`config.mk`:
```
export PLATFORM = sky130hd
export DESIGN_NAME = pwm_fade_ctrl
export DESIGN_NICKNAME = d
export VERILOG_FILES = /design/src/rtl/pwm_fade_ctrl.sv
export SDC_FILE = /design/constraint.sdc
export NUM_CORES = 1
export LEC_CHECK = 0
export ABC_AREA = 1
export CAP_MARGIN = 10
export CORE_AREA = 5 5 109 111
export CTS_BUF_LIST = sky130_fd_sc_hd__clkbuf_8 sky130_fd_sc_hd__clkbuf_16
export DETAILED_ROUTE_END_ITERATION = 6
export DIE_AREA = 0 0 114 116
export PLACE_DENSITY = 0.54
export RECOVER_POWER = 25
export REMOVE_ABC_BUFFERS = 1
export SETUP_SLACK_MARGIN = 0.15
export SYNTH_ARGS = -nofsm -noshare
export SYNTH_HDL_FRONTEND = slang
export SYNTH_SLANG_ARGS = --single-unit
```
`constraint.sdc`:
```
create_clock -name clk -period 5.7 [get_ports clk]
set_clock_uncertainty 0.2 [all_clocks]
set_input_delay 0.57 -clock clk [delete_from_list [all_inputs] [get_ports clk]]
set_output_delay 0.57 -clock clk [all_outputs]
set_load 0.05 [all_outputs]
```
`src/rtl/pwm_fade_ctrl.sv`:
```
// Fade sequencer for an R-bit PWM generator: ramps the duty up to a peak, holds it,
// then ramps it back to zero. Every duty update lands on a PWM period boundary.
module pwm_fade_ctrl #(
  parameter int R      = 8,
  parameter int HOLD_W = 8
) (
  input  logic              clk,
  input  logic              reset,
  input  logic              start,
  input  logic              abort,
  input  logic [R-1:0]      target,
  input  logic [R-1:0]      step,
  input  logic [HOLD_W-1:0] hold_periods,
  output logic [R-1:0]      ciclo,
  output logic              busy,
  output logic              done,
  output logic              period_tick
);

  typedef enum logic [1:0] {IDLE, UP, HOLD, DOWN} state_t;

  state_t              state_q, state_d;
  logic [R-1:0]        pcnt_q;
  logic [R-1:0]        ciclo_q, ciclo_d;
  logic [HOLD_W-1:0]   hcnt_q, hcnt_d;
  logic [R-1:0]        tgt_q, tgt_d;
  logic [R-1:0]        stp_q, stp_d;
  logic [HOLD_W-1:0]   hold_q, hold_d;
  logic                done_q, done_d;
  logic                tick;
  logic [R:0]          up_sum;

  // Decrement that floors at zero instead of wrapping.
  function automatic logic [R-1:0] sat_sub(input logic [R-1:0] a, input logic [R-1:0] b);
    return (a > b) ? (a - b) : '0;
  endfunction

  assign tick   = (pcnt_q == {R{1'b1}});
  assign up_sum = {1'b0, ciclo_q} + {1'b0, stp_q};

  always_ff @(posedge clk or posedge reset) begin
    if (reset) begin
      state_q <= IDLE;
      pcnt_q  <= '0;
      ciclo_q <= '0;
      hcnt_q  <= '0;
      tgt_q   <= '0;
      stp_q   <= '0;
      hold_q  <= '0;
      done_q  <= 1'b0;
    end else begin
      state_q <= state_d;
      pcnt_q  <= pcnt_q + 1'b1;
      ciclo_q <= ciclo_d;
      hcnt_q  <= hcnt_d;
      tgt_q   <= tgt_d;
      stp_q   <= stp_d;
      hold_q  <= hold_d;
      done_q  <= done_d;
    end
  end

  always_comb begin
    state_d = state_q;
    ciclo_d = ciclo_q;
    hcnt_d  = hcnt_q;
    tgt_d   = tgt_q;
    stp_d   = stp_q;
    hold_d  = hold_q;
    done_d  = 1'b0;
    if (abort) begin
      state_d = IDLE;
      ciclo_d = '0;
      hcnt_d  = '0;
    end else begin
      unique case (state_q)
        IDLE: begin
          if (start) begin
            tgt_d   = target;
            stp_d   = (step == '0) ? R'(1) : step;
            hold_d  = hold_periods;
            state_d = UP;
          end
        end
        UP: begin
          if (tick) begin
            if (up_sum >= {1'b0, tgt_q}) begin
              ciclo_d = tgt_q;
              hcnt_d  = hold_q;
              state_d = HOLD;
            end else begin
              ciclo_d = up_sum[R-1:0];
            end
          end
        end
        HOLD: begin
          // Leaving HOLD already applies the first downward step.
          if (tick) begin
            if (hcnt_q == '0) begin
              ciclo_d = sat_sub(ciclo_q, stp_q);
              state_d = DOWN;
            end else begin
              hcnt_d = hcnt_q - 1'b1;
            end
          end
        end
        DOWN: begin
          if (tick) begin
            if (ciclo_q <= stp_q) begin
              ciclo_d = '0;
              done_d  = 1'b1;
              state_d = IDLE;
            end else begin
              ciclo_d = ciclo_q - stp_q;
            end
          end
        end
        default: state_d = IDLE;
      endcase
    end
  end

  always_comb begin
    ciclo       = ciclo_q;
    busy        = (state_q != IDLE);
    done        = done_q;
    period_tick = tick;
  end

endmodule

```
# Word level (Yosys, flattened, before mapping)
# Index checks and enable logic that the tools add are counted.
# op_classes
magnitude_cmp	3
bitwise_logic	1
n_mux	29
add_sub_neg	4
reduce_logical	10
eq_ne	12
# op_table
op	count
$mux W8	14
$ne A3 B3 Y1 const B	8
$pmux W8 S3	1
$logic_not A8 Y1	2
$mux W2	8
$pmux W8 S2	1
$reduce_and A5 Y1	2
$add A8 B8 Y9	1
$ge A9 B8 Y1	1
$add A8 B1 Y8 const B	1
$eq A8 B8 Y1 const B	1
$gt A8 B8 Y1	1
$le A8 B8 Y1	1
$pmux W2 S4	1
$sub A8 B1 Y8 const B	1
$sub A8 B8 Y8	1
$reduce_and A7 Y1	1
$eq A2 B2 Y1 const B	2
$mux W1	4
$reduce_bool A4 Y1	1
$reduce_and A3 Y1	1
$reduce_bool A3 Y1	1
$eq A2 B1 Y1 const B	1
$logic_not A2 Y1	1
2 further kinds	2
# totals
elab_cells	67
output_inout_bits	11
ff_bits	51
inputBits	28

# Longest topological paths before layout
# Gate-level depths: netlist of run 1.
# depth
depth_word	6
mapped_depth	23
ltp_nobuf	22

# Worst setup path before layout of run 1
# No wires, ideal clock.
# synth_path
path_type	reg-to-reg
start	register ciclo_q[0] (netlist: ciclo[0])
end	register hcnt_q[7]
path_stages_with_launch	17
arrival_ps	2875
t_required_ps	5383
period_less_slack_ps	3192
setup_time_ps	117
path_buffers	1
slack_ps	2508
path_cell_list	dfrtp_1 > ha_1 > fa_1 > nand4_1 > nand3_2 > xor2_1 > ha_1 > a21o_1 > nor2_1 > nand2_1 > nand2_1 > nand3_4 > clkinv_4 > nand2_4 > buf_6 > nand4_1 > nand2_1
# synth_between
elab_chain_cells	4
# synth_rtl
element	line_no	source
start, declared	24	logic [R-1:0] ciclo_q, ciclo_d;
start signal, assigned	54	ciclo_q <= ciclo_d;
$add A8 B8 Y9	39	assign up_sum = {1'b0, ciclo_q} + {1'b0, stp_q};
$ge A9 B8 Y1	87	if (up_sum >= {1'b0, tgt_q}) begin
$ne A3 B3 Y1 (no source line)	--	
$reduce_and A5 Y1 (no source line)	--	
end signal, assigned	55	hcnt_q <= hcnt_d;
end, declared	25	logic [HOLD_W-1:0] hcnt_q, hcnt_d;
# Every way passes these cells.
# A chain may end at the register's enable or synchronous reset.

# Final worst setup path of run 1
# layout_path
start	register ciclo_q[1] (netlist: ciclo[1])
end	register hcnt_q[0]
# Same word-level chain as after synthesis.

==> results of run 1 <==
routing by layer:
layer  up-vias  share of wire (%)
li1       1657                  -
met1      1532                 44
met2        59                 50
met3        16                4.2
met4         0                2.2
met5         -                  0
how the worst min path moves through the flow:
stage	from	end	slack (ns)
4_1_cts	pcnt_q[0]	pcnt_q[0]	0.26
3_5_place_dp	pcnt_q[0]	pcnt_q[0]	0.25
6_report	pcnt_q[0]	pcnt_q[0]	0.26
5_1_grt	pcnt_q[0]	pcnt_q[0]	0.31
2_1_floorplan	pcnt_q[0]	pcnt_q[0]	0.22
3_3_place_gp	pcnt_q[0]	pcnt_q[0]	0.24
state kept, by name (all words and copies together) (netlist names):
register  cells
state_q       2
pcnt_q        8
done          1
hold_q        8
tgt_q         8
stp_q         8
hcnt_q        8
ciclo         8
logic make-up (layout without fill, tap and decap cells):
| family | count (synthesis) | after routing | synth area share (%) |
|---|---|---|---|
| compound gates | 59 | 59 | 9.03 |
| xor+xnor | 14 | 14 | 3.36 |
| fa+ha+maj | 34 | 34 | 12.1 |
| buf+inv | 88 | 124 | 9.68 |
| flops | 51 | 51 | 35.0 |
| simple gates | 251 | 251 | 30.8 |
cell type report:
| type | instances | area (um^2) |
|---|---|---|
| fillers | 1163 | 6460 |
| repair buffers | 39 | 384 |
| multi-input cells | 358 | 2020 |
| clock inverters | 3 | 27.5 |
| flip-flops and latches | 51 | 1280 |
| well taps | 140 | 175 |
| inverters | 77 | 294 |
| clock buffers | 5 | 68.8 |
stage by stage:
stage / util [%] / instances / worst slack (ns)
6_report: 39.6 / 673 / 2.33
3_5_place_dp: 38.7 / 664 / 2.16
3_3_place_gp: 38.7 / 664 / 2.22
4_1_cts: 39.6 / 672 / 2.36
2_1_floorplan: - / 486 / 2.47
5_1_grt: 39.6 / 673 / 1.81
cells in the mapped netlist, types with 4 or more instances:
cell type	count	area [um^2]
buf_2	5	25.0
nor2_1	28	105
clkbuf_1	4	15.0
ha_1	32	400
dfrtp_1	51	1280
inv_1	61	229
o21ai_0	22	110
a21oi_1	16	80.1
nand2_1	156	586
o21ai_1	9	45.0
nand3_1	29	145
xor2_1	13	114
inv_2	14	52.6
nand4_1	20	125
critical path, cell delays in order (launching register included):
cell and delay, ns:
dfrtp_1 0.52, ha_1 0.41, nor2_1 0.13, nand2_1 0.06
nand2_1 0.12, nand3_1 0.12, nand2_1 0.09, nand2_1 0.05
nand2_1 0.06, inv_1 0.05, ha_1 0.28, nand4_1 0.12
nor2_1 0.11, nor2_1 0.05, nand2_1 0.05, nand2_1 0.12
nand3_4 0.15, clkinv_4 0.10, nand2_4 0.14, nand3_2 0.18
nand2_1 0.11, nand2_1 0.06
power by group:
group	switching, mW	total (mW)	internal (mW)
Combinational	1.12	1.70	0.583
Clock	0.147	0.239	0.0915
Sequential	0.0947	0.584	0.489
==> qor.txt, run 1 <==
Initial antenna violation count - 0
Die extent in x - 114 um
DP Area - 4140 um^2
Setup TNS - 0 ns
Row cnt - 38
Fin crit period - 3.37 ns
CP Launch Point - ciclo[1]
Power Dens Cells - 596 nW/um^2
Hold Path Class - reg2reg
Slew Limit Fails - 40
Final setup violation count - 0
Synth Instances - 497
Longest Clk Path Bufs - 2
Cts hold-fix bufs - 0
Worst Reg-to-Reg Cells - 21
Register bit total from synthesis - 51
Worst-path fanout max - 12
Startpoint class of the critical path - register
Die height - 116 um
ANT cells - 0
All-Layer GR Usage - 14.7%
WL per Instance - 13.9 um
Rel. slew slack - -39.1%
I/O pin total - 39
Worst EP arrival - 3.39 ns
Ys async rst share - 100%
CP Capture Type - register
WHS - 0.263 ns
CP endpoint - hcnt_q[0]
Vias in the first global route - 3246
ANT nets after route - 0
Clock transition at path regs - 0.11 ns
R2r setup slk - 2.33 ns
Worst EP required - 5.72 ns
Initial DRC Count - 107
First-pass DRT Iterations - 4
Ys flop type - dfrtp_1
Gr busiest metal - met2
Period utilisation layout - 59.1%
Total clock sinks - 51
Clock buffer count from CTS - 5
Crit path kind - reg2reg
Synth unique cells - 39
Latest clock arrival within the worst-skew pair - 0.33 ns
Layout cells sized above 1 - 7.69%
DP Wirelength - 7220 um
Drt drc - 0
Routed vias - 3264
Fin nets - 594
Design area - 4240 um^2
Tot Pwr - 2.53 mW
Hold Vio Cnt, Final - 0
R2R Path Start - ciclo[1]
Fmax - 297 MHz
Worst Hold Path Cells - 1
Count of input and output buffers - 38
CTS tree - done
Core area - 10700 um^2
Met3 usage - 2.61%
RSZ-0062 raised after global routing - no
Synth warn - 0
Post-cts resize count - 0
R2r endpoint - hcnt_q[0]
Met1 usage - 18.2%
Tightest Pin Transition - 2.09 ns
Failing checks - max-capacitance violations, max-slew violations
Largest net degree at the start of global routing - 52
P_leak - 2.18 nW
Placer Congestion - 0.876
Die ar. - 13200 um^2
Synthesized area - 3640 um^2
Vias per std cell - 4.85
Met2 Resource Use GR - 26.0%
Leading cell type in the layout, fill and taps excluded - nand2_1
Drt total wl - 9360 um
Sequential cell area fraction in the yosys report - 35.0%
Initial Util - 34.1%
Post-CTS Setup Repair Bufs - 0
Peak VDD IR - 0.204 mV
First-pass GRT wire length - 15600 um
Most frequent cells in the layout - 156 x nand2_1, 61 x inv_1, 51 x dfrtp_1
H-tree depth - 2
Mapped Avg Cell Area - 7.33 um^2
EDFF count, synth - 0
Max-cap viol count - 1
Status - finished with violations
Area delta synth->final - 16.4%
GR Overflow Total - 0
Clock tree root buffer cell - clkbuf_8
Power figures use the tool's default switching activity.
==> run 2, diff against run 1 <==
==> constraint.sdc (replaced) <==
create_clock -name clk -period 3.1 [get_ports clk]
set_clock_uncertainty 0.2 [all_clocks]
set_input_delay 0.31 -clock clk [delete_from_list [all_inputs] [get_ports clk]]
set_output_delay 0.31 -clock clk [all_outputs]
set_load 0.05 [all_outputs]
==> run 2 against run 1 <==
Sequential power rose by 83%. Die area unchanged. Maximum frequency up 12%. The flow now finishes without violations. Routed wire length is 5.6% higher. Total power is 120% higher. Setup slack worse by 2.2 ns. Global-route usage grew 0.44 points. Critical endpoint is now state_q[0]. Final area is 12% higher. Via count is 5.9% higher.
==> qor.txt, run 2 (synthesis results as in run 1) <==
Tightest Pin Transition - 1.28 ns (-0.805 ns)
CP Capture Type - register
Startpoint class of the critical path - register
Final core occ - 44.4% (+4.7 points)
Core area - 10700 um^2 (unchanged)
Fmax - 331 MHz (+12%)
Clock transition at path regs - 0.12 ns (about the same)
First-pass DRT Iterations - 4 (unchanged)
Final cell count without fillers - 714 (+6.1%)
Power Dens Cells - 1160 nW/um^2 (+95%)
Crit path kind - reg2reg
Area delta synth->final - 30.2%
GR Overflow Total - 0 (unchanged)
Die ar. - 13200 um^2 (unchanged)
Leading cell type in the layout, fill and taps excluded - nand2_1
Layout cells sized above 1 - 20.2% (+13 points)
CP bufs+invs - 2 (unchanged)
Vias per std cell - 4.84 (-0.17%)
I/O pin total - 39 (unchanged)
CP Cell Sequence - ha_2, fa_2, nand4_1, nand3_2, xor2_4, ha_4, nand4_1, nor2_1, nor2_1, nand2_1, nand2_2, nand3_4, inv_8, nand2_8, buf_4, nand3_2, nand2_1, nand2_1
Fin nets - 635 (+6.9%)
Hold Vio Cnt, Final - 0 (unchanged)
Slew Limit Fails - 0 (-100%)
Clock buffer count from CTS - 5 (unchanged)
Filler cells - 1146 (-1.5%)
Fin crit period - 3.02 ns (-0.352 ns)
Initial antenna violation count - 0 (unchanged)
All-Layer GR Usage - 15.1% (+0.44 points)
ANT cells - 0 (unchanged)
Clock tree root buffer cell - clkbuf_8
Longest Clk Path Bufs - 2 (unchanged)
Latest clock arrival within the worst-skew pair - 0.32 ns (about the same)
Cts hold-fix bufs - 0 (unchanged)
Design area - 4750 um^2 (+12%)
DP Wirelength - 7730 um (+7.1%)
Period utilisation layout - 97.3% (+38 points)
Tot Pwr - 5.50 mW (+120%)
Status - completed
H-tree depth - 2 (unchanged)
Placed Cells incl. Taps - 700 (+5.4%)
Initial DRC Count - 107 (unchanged)
Cell repeated most along the worst path - nand2_1
Drt total wl - 9880 um (+5.6%)
Routed vias - 3457 (+5.9%)
Post-route worst setup slack - 0.0834 ns (-2.25 ns)
RSZ-0062 raised after global routing - yes
Worst-path fanout max - 6 (-6)
Worst Hold Path Cells - 1 (unchanged)
WL per Instance - 13.8 um (-0.49%)
Rel. slew slack - 14.5% (+54 points)
Worst EP required - 3.11 ns (-2.61 ns)
ANT nets after route - 0 (unchanged)
Delay-heaviest family, CP - simple AND/OR/NAND/NOR gates
Die height - 116 um (unchanged)
Peak VDD IR - 0.485 mV (+140%)
Setup TNS - 0 ns (unchanged)
Drt drc - 0 (unchanged)
Hold Path Class - reg2reg
Final setup violation count - 0 (unchanged)
Largest net degree at the start of global routing - 32 (-38%)
CP peak stage delay - 0.41 ns (-0.11 ns)
Number of cells on the critical path - 18 (-14%)
Row cnt - 38 (unchanged)
Die extent in x - 114 um (unchanged)
CTS tree - done
Max-cap viol count - 0 (-1)
Most frequent cells in the layout - 143 x nand2_1, 61 x inv_1, 51 x dfrtp_1
Placer Congestion - 0.885 (+1.1%)
Count of input and output buffers - 38 (unchanged)
WHS - 0.262 ns (-0.00136 ns)
Total clock sinks - 51 (unchanged)
Master of the slowest instance on the critical path - dfrtp_1
Vias in the first global route - 3533 (+8.8%)
DP Area - 4410 um^2 (+6.5%)
Worst Reg-to-Reg Cells - 18 (-14%)
Post-Place Setup Slack - -0.0735 ns (-2.23 ns)
P_leak - 2.41 nW (+11%)
Initial Util - 34.1% (unchanged)
Worst EP arrival - 3.02 ns (-0.37 ns)
First-pass GRT wire length - 16200 um (+4.3%)
[run 2: cell type report]
| cell class | instances | area, um^2 | area share [%] |
|---|---|---|---|
| timing repair buffer | 80 | 707 | 14.9 |
| clock inverter | 3 | 31.3 | 0.659 |
| sequential | 51 | 1280 | 26.9 |
| inverter | 77 | 297 | 6.25 |
| multi-input combinational | 358 | 2190 | 46.2 |
| clock buffer | 5 | 68.8 | 1.45 |
| tap | 140 | 175 | 3.69 |
[run 2: layer usage]
metal | GRT usage (%) | vias to the layer above | wire, um | part of all wire, %
met3 | 2.40 | 21 | 380 | 3.8
met4 | 4.59 | 0 | 296 | 3.0
li1 | - | 1747 | - | -
met5 | 0 | - | 0 | 0
met2 | 28.3 | 76 | 5080 | 51
met1 | 17.7 | 1613 | 4130 | 42
[run 2: worst paths after layout]
| path | start | slack (ns) | end |
|---|---|---|---|
| max in group asynchronous | reset | 1.28 | ciclo[7] |
| min in group asynchronous | reset | 0.57 | tgt_q[0] |
| worst min-delay path | pcnt_q[0] | 0.26 | pcnt_q[0] |
| worst max-delay path | ciclo[0] | 0.08 | state_q[0] |
| worst max register to register | ciclo[0] | 0.08 | state_q[0] |
| worst min register to register | pcnt_q[0] | 0.26 | pcnt_q[0] |
[run 2: what timing repair did]
item	in CTS	in global routing
pin swaps	15	10
endpoints found under the setup margin	18	18
endpoints found under the hold margin	0	0
buffers inserted	4	2
gates resized for setup	22	19
[run 2: power by group]
part	switching [mW]	leakage [nW]	internal (mW)	total, mW
clock network	0.267	0.0526	0.174	0.442
logic	2.38	1.71	1.61	3.99
registers	0.173	0.646	0.900	1.07
==> run 3, diff against run 2 <==
--- a/config.mk
+++ b/config.mk
@@ -15,6 +15,7 @@
 export RECOVER_POWER = 25
 export REMOVE_ABC_BUFFERS = 1
 export SETUP_SLACK_MARGIN = 0.15
+export SLEW_MARGIN = 10
 export SYNTH_ARGS = -nofsm -noshare
 export SYNTH_HDL_FRONTEND = slang
 export SYNTH_SLANG_ARGS = --single-unit
==> results of run 3 <==
Final layout, timing and power as in run 2 (identical DEF).
